--- src/rtl/sm_mem_arbiter.sv ---
`default_nettype none
// ============================================================================
// Module      : sm_mem_arbiter
// Description : Shares one single-port synchronous RAM between the schoolMIPS
//               fetch (I) and data (D) ports. D has priority, bounded by a
//               starvation limit. Optional statistics via SM_ARB_STAT_EN.
// Revision    : 1.0 - initial release
// ============================================================================
module sm_mem_arbiter #(
    parameter int AW    = 8,
    parameter int D_MAX = 4
) (
    input  logic          clk,
    input  logic          rst,
    input  logic          i_req,
    input  logic [AW-1:0] i_addr,
    output logic [31:0]   i_rdata,
    output logic          i_ack,
    input  logic          d_req,
    input  logic          d_we,
    input  logic [AW-1:0] d_addr,
    input  logic [31:0]   d_wdata,
    output logic [31:0]   d_rdata,
    output logic          d_ack,
    output logic          m_en,
    output logic          m_we,
    output logic [AW-1:0] m_addr,
    output logic [31:0]   m_wdata,
    input  logic [31:0]   m_rdata,
`ifdef SM_ARB_STAT_EN
    output logic [15:0]   stat_conf,
    output logic [15:0]   stat_istall,
`endif
    output logic          busy
);

    typedef enum logic [1:0] {
        ST_IDLE  = 2'd0,
        ST_I_ACC = 2'd1,
        ST_D_ACC = 2'd2
    } state_t;

    localparam logic [3:0] C_DCNT_MAX = 4'(D_MAX);

    state_t     r_state_q, w_state_d;
    logic [3:0] r_dcnt_q,  w_dcnt_d;

    logic w_i_ack, w_d_ack;
    logic w_i_elig, w_d_elig;
    logic w_grant_i, w_grant_d;

    // Outputs are gated by rst so an access in flight at reset never acks.
    always_comb begin
        w_i_ack   = !rst && (r_state_q == ST_I_ACC);
        w_d_ack   = !rst && (r_state_q == ST_D_ACC);
        w_i_elig  = i_req && !w_i_ack;
        w_d_elig  = d_req && !w_d_ack;
        w_grant_d = !rst && w_d_elig && !(w_i_elig && (r_dcnt_q == C_DCNT_MAX));
        w_grant_i = !rst && w_i_elig && !w_grant_d;
    end

    always_comb begin
        w_state_d = ST_IDLE;
        w_dcnt_d  = r_dcnt_q;
        if (w_grant_d) begin
            w_state_d = ST_D_ACC;
        end else if (w_grant_i) begin
            w_state_d = ST_I_ACC;
        end
        if (w_grant_d && w_i_elig) begin
            if (r_dcnt_q < C_DCNT_MAX) begin
                w_dcnt_d = r_dcnt_q + 4'd1;
            end
        end else if (w_grant_i || !w_i_elig) begin
            w_dcnt_d = 4'd0;
        end
    end

    always_ff @(posedge clk) begin
        if (rst) begin
            r_state_q <= ST_IDLE;
            r_dcnt_q  <= 4'd0;
        end else begin
            r_state_q <= w_state_d;
            r_dcnt_q  <= w_dcnt_d;
        end
    end

    always_comb begin
        i_ack   = w_i_ack;
        d_ack   = w_d_ack;
        i_rdata = w_i_ack ? m_rdata : 32'd0;
        d_rdata = w_d_ack ? m_rdata : 32'd0;
        busy    = !rst && (r_state_q != ST_IDLE);
        m_en    = w_grant_d || w_grant_i;
        m_we    = w_grant_d && d_we;
        m_wdata = w_grant_d ? d_wdata : 32'd0;
        m_addr  = '0;
        if (w_grant_d) begin
            m_addr = d_addr;
        end else if (w_grant_i) begin
            m_addr = i_addr;
        end
    end

`ifdef SM_ARB_STAT_EN
    logic [15:0] r_stat_conf_q,   w_stat_conf_d;
    logic [15:0] r_stat_istall_q, w_stat_istall_d;

    always_comb begin
        w_stat_conf_d   = r_stat_conf_q;
        w_stat_istall_d = r_stat_istall_q;
        if (w_i_elig && w_d_elig && (r_stat_conf_q != 16'hFFFF)) begin
            w_stat_conf_d = r_stat_conf_q + 16'd1;
        end
        if (w_i_elig && !w_grant_i && (r_stat_istall_q != 16'hFFFF)) begin
            w_stat_istall_d = r_stat_istall_q + 16'd1;
        end
    end

    always_ff @(posedge clk) begin
        if (rst) begin
            r_stat_conf_q   <= 16'd0;
            r_stat_istall_q <= 16'd0;
        end else begin
            r_stat_conf_q   <= w_stat_conf_d;
            r_stat_istall_q <= w_stat_istall_d;
        end
    end

    assign stat_conf   = r_stat_conf_q;
    assign stat_istall = r_stat_istall_q;
`endif

endmodule
`default_nettype wire
--- config.mk ---
export PLATFORM = sky130hd
export DESIGN_NAME = sm_mem_arbiter
export DESIGN_NICKNAME = d
export VERILOG_FILES = /design/src/rtl/sm_mem_arbiter.sv
export SDC_FILE = /design/constraint.sdc
export NUM_CORES = 1
export LEC_CHECK = 0
export ABC_AREA = 1
export CAP_MARGIN = 20
export CORE_ASPECT_RATIO = 1.1
export CORE_MARGIN = 5
export CORE_UTILIZATION = 22
export DETAILED_ROUTE_END_ITERATION = 7
export PLACE_DENSITY = 0.83
export SLEW_MARGIN = 30
export SYNTH_ARGS = -nofsm -noshare
export SYNTH_HDL_FRONTEND = slang
export SYNTH_SLANG_ARGS = --single-unit
--- constraint.sdc ---
create_clock -name clk -period 2.3 [get_ports clk]
set_clock_uncertainty 0.2 [all_clocks]
set_input_delay 0.345 -clock clk [delete_from_list [all_inputs] [get_ports clk]]
set_output_delay 0.345 -clock clk [all_outputs]
set_load 0.02 [all_outputs]
## Word level (Yosys, flattened, before mapping)

Cells that the tools add are included.
W data, S select, Z words.

| storage, ports and cells | value |
|---|---|
| bits in registers | 6 |
| output and inout port bits | 109 |
| logic and storage cells | 43 |

| cells by class | value |
|---|---|
| mux-type cells | 10 |
| equal/unequal tests | 4 |
| reductions and logical operators | 24 |
| add/sub/neg operators | 1 |
| magnitude comparators | 1 |

Operators by type and width:

| kind | count |
|---|---|
| $mux W32 | 3 |
| $mux W8 | 2 |
| $logic_and A1 B1 Y1 | 12 |
| $mux W4 | 3 |
| $logic_not A1 Y1 | 6 |
| $add A4 B1 Y4 const B | 1 |
| $eq A4 B3 Y1 const B | 1 |
| $lt A4 B3 Y1 const B | 1 |
| $reduce_bool A2 Y1 | 2 |
| $eq A2 B1 Y1 const B | 1 |
| $eq A2 B2 Y1 const B | 1 |
| $logic_or A1 B1 Y1 | 2 |
| $mux W2 | 1 |
| $ne A2 B1 Y1 const B | 1 |
| $reduce_and A2 Y1 | 1 |
| $reduce_or A2 Y1 | 1 |
| $mux W1 | 1 |

## Logic depth before layout (Yosys ltp)

Gate-level depths: netlist (run 1).

| depth | value |
|---|---|
| depth after elaboration | 12 |
| mapped depth | 8 |
| depth with buffers taken out | 8 |

## Worst setup path before layout (run 1)

No wires, ideal clock.

| timing | value |
|---|---|
| kind | register to output |
| from | register r_dcnt_q[0] |
| to | output m_wdata[22] |
| data required time | 1,755 ps |
| stages on the path, launching flop included | 9 |
| buffers on the path | 1 |
| arrival | 1,414 ps |
| setup slack | 341 ps |
| cells stage by stage | dfxtp_1 -> inv_1 -> ha_1 -> nand3_1 -> nor2_4 -> nor2_8 -> inv_4 -> buf_4 -> nor2_1 |

| between the ends | value |
|---|---|
| longest elaborated chain between the ends | 5 |

Ends and longest elaborated chain:

| what | RTL line | RTL |
|---|---|---|
| start: declaration | 46 | `logic [3:0] r_dcnt_q, w_dcnt_d;` |
| start signal: assignment | 85 | `r_dcnt_q <= w_dcnt_d;` |
| $eq A4 B3 Y1 | 58 | `w_grant_d = !rst && w_d_elig && !(w_i_elig && (r_dcnt_q == C_DCNT_MAX));` |
| $logic_and A1 B1 Y1 | 58 |  |
| $logic_not A1 Y1 | 58 |  |
| $logic_and A1 B1 Y1 | 58 |  |
| $mux W32 | 97 | `m_wdata = w_grant_d ? d_wdata : 32'd0;` |
| end: declaration | 28 | `output logic [31:0] m_wdata,` |

Every way passes these cells.

## Worst setup path in the final report (run 1)

| timing | value |
|---|---|
| from | input d_req |
| to | output m_wdata[14] |

| between the ends | value |
|---|---|
| longest elaborated chain between the ends | 4 |

Ends and longest elaborated chain:

| what | RTL line | RTL |
|---|---|---|
| start: declaration | 19 | `input logic d_req,` |
| $logic_and A1 B1 Y1 | 57 | `w_d_elig = d_req && !w_d_ack;` |
| $logic_and A1 B1 Y1 (2 in a row) | 58 |  |
| $mux W32 | 97 |  |

Every way passes these cells.

==> impl_metrics.yaml, run 1 <==
cts:
  cts_root_buffer: "clkbuf_8"
  cts_buffers: 3
  cts.clk_slew.worst_paths_ns: 0.04
  cts.sinks: 6
  ctsLongestPathBuffers: 2
  cts_tree: "built"
  clock_latency_ns: 0.23
  hold_buffers: 0
  h-tree-depth: 1
logic_synthesis:
  syn-cell-area_um2: 1150
  syn_avg_cell_area_um2: 4.70
  synth_fp_nets: 332
  ys_warn_count: 0
  synth.top_cells.by_area: "nor2_1, inv_1, dfxtp_1"
  synth_top_cell_area_share: 0.346
  synthCells: 245
  synthFlopType: "dfxtp_1"
  seq_area_frac_synth: 0.104
  yosys.area.top_type: "nor2_1"
  synthDistinctLibCells: 22
  synth_edf_count: 0
  ys_seq_elements: 6
  async_flop_share: 0
worst_setup_path:
  start_kind: "primary input"
  r2r_setup_slack_ns: 0.78
  required_ns: 1.75
  path_max_fanout: 34
  crit_arrival_ns: 1.70
  worst-setup-path-type: "primary input to primary output"
  critPathCaptureType: "primary output"
final_layout:
  insertedDiodeCount: 0
  final_cell_count_no_fill: 502
  area_delta_synth_final_pct: 162
  finalNetCount: 533
  layout-drive-gt1-share: 0.164
routing:
  first_iter_violations: 48
  top_layer_used: "met4"
  wl_per_cell_um: 12.4
  wl_um: 6230
  wl_met2_um: 3260
  drt-pass1-iter-count: 4
  drc: 0
  wl_met1_um: 2150
  vias_per_cell: 4.08
  dr_total_vias: 2047
  wl_met3_um: 701
  final_antenna_net_count: 0
floorplan:
  fp.dieArea_um2: 6780
  start_util: 0.229
  core.rowCount: 27
  die_h_um: 85.9
  io_pins: 194
  core_area_um2: 5030
  die_x_um: 79.0
sta:
  hold_viol: 0
  period_needed_ns: 2.25
  fmax_mhz: 445
  period_share: 0.978
  setup_ws_ns: 0.0511
  rsz0062_at_grt: "true"
  relSlewSlack: 0.820
  worstMarginPinSlew_ns: 0.269
  slew_violations: 0
  setup_viol: 0
power_and_ir_drop:
  power_density_nw_per_um2: 236
  ir_drop_mv: 0.238
  p_int_w: 0.000447
  p_sw_w: 0.000266
  swShare: 0.373
  p_comb_frac: 0.618
  clockPowerShare: 0.228
  power_frac_seq: 0.154
  p_leak_nw: 1.87
outcome:
  status: "finished, final reports clean"
placed_design:
  dpl.hpwl_um: 5480
  numPortBuffers: 193
  dp_cells: 497
  pre_cts_ws_ns: -0.491
  gp_congestion: 0.770
grt:
  antenna_found_initial: 0
  grt_overflow_total: 0
  grt_pass1_wl_um: 9200
  groute.usage.overall: 0.166
  grt_start_max_net_pins: 35
  grt_pass1_vias: 1976
run:
  drv_cap: 0
hold_path:
  min-delay-path-class: "flop to flop"
[cell usage in the layout (no fill, tap or decap)]
master / count
nor2_8: 1
xor2_1: 1
dlygate4sd2_1: 36
nand2_2: 2
clkdlybuf4s15_2: 1
inv_2: 3
nor2_1: 106
buf_4: 11
ha_1: 2
nand3_4: 1
dlymetal6s2s_1: 2
clkbuf_8: 3
nand2_4: 1
buf_12: 1
buf_6: 1
nand4_1: 1
o2111ai_1: 2
inv_1: 70
nand2_1: 29
nand3_1: 1
nor2_4: 3
buf_2: 39
a21oi_1: 2
clkinv_4: 1
clkbuf_2: 1
dfxtp_1: 6
nor2_2: 1
or2_2: 1
inv_6: 1
nand3_2: 1
clkdlybuf4s50_1: 113
[per-stage QoR]
step	instance area (um^2)	total power [W]	TNS, ns	util	hold slack (ns)
3_3_place_gp	3190	0.000591	-33.35	0.635	0.239
4_1_cts	3220	0.000738	0	0.640	0.278
3_5_place_dp	3190	0.000598	-34.92	0.635	0.253
6_report	3020	0.000714	0	0.600	0.274
2_1_floorplan	1150	0.000305	0	-	0.225
5_1_grt	3020	0.000754	-0.0197	0.600	0.317
[state kept, by name, summed over array words and instances, names as in the netlist]
signal	flops
r_dcnt_q	4
r_state_q	2
[power by group through the flow]
stage                     logic, W  registers (W)  clock network, W
after floorplan           0.000193       0.000112                 0
after global placement    0.000479       0.000112                 0
after detailed placement  0.000486       0.000112                 0
after CTS                 0.000463       0.000110          0.000165
after global routing      0.000476       0.000110          0.000168
final                     0.000441       0.000110          0.000163
[synthesized netlist by cell type, types with 2 or more instances]
cell type  instances
nand2_1           29
nand2_2            2
a21oi_1            2
clkbuf_1           6
nor2_1           106
dfxtp_1            6
inv_1             70
ha_1               2
nand3_1            2
inv_2              3
nor2_4             3
buf_4              3
o2111ai_1          2
[worst max-delay path, cell delays in order]
cell and delay (ns):
clkdlybuf4s50_1 0.48, nand2_2 0.07, nor2_4 0.11, inv_2 0.06, nor2_8 0.13, inv_6 0.11
nor2_1 0.10, clkdlybuf4s15_2 0.26
[cell families (layout without fill, tap and decap cells)]
logic type      count (synthesis)  in the layout  synth area share
compound gates                  4              4            0.0239
xor+xnor                        1              1           0.00761
fa+ha+maj                       2              2            0.0217
buf+inv                        85            283             0.300
flops                           6              6             0.104
simple gates                  147            148             0.542
[layer usage]
layer	vias up	GRT usage
li1	1066	-
met1	853	0.155
met3	10	0.0525
met2	118	0.343
met5	-	0
met4	0	0.0313
[final cells by class]
| class | instances | area (um^2) |
|---|---|---|
| flip-flops and latches | 6 | 120 |
| multi-input cells | 155 | 697 |
| inverters | 75 | 292 |
| repair buffers | 205 | 1800 |
| well taps | 58 | 72.6 |
| fillers | 509 | 2010 |
| clock buffers | 3 | 41.3 |
[repair_timing]
item	CTS	global route
gates resized for setup	171	37
pin swaps	3	0
endpoints found under the setup margin	108	38
setup buffers	1	0
cloned	1	0
[path summary, 6_finish.rpt]
| kind | startpoint | to | depth (start not counted) |
|---|---|---|---|
| max | d_req | m_wdata[14] | 8 |
| min | r_dcnt_q[3]$_SDFFE_PP0P_ | r_dcnt_q[3]$_SDFFE_PP0P_ | 2 |
| max reg2reg | r_dcnt_q[0]$_SDFFE_PP0P_ | r_dcnt_q[1]$_SDFFE_PP0P_ | 7 |
| min reg2reg | r_dcnt_q[3]$_SDFFE_PP0P_ | r_dcnt_q[3]$_SDFFE_PP0P_ | 2 |
Power figures use the tool's default switching activity.
==> run 2, diff against run 1 <==
- CAP_MARGIN: 20 -> default
==> results of run 2 <==
Same layout as run 1: the final DEF is identical, and so are final timing and power.
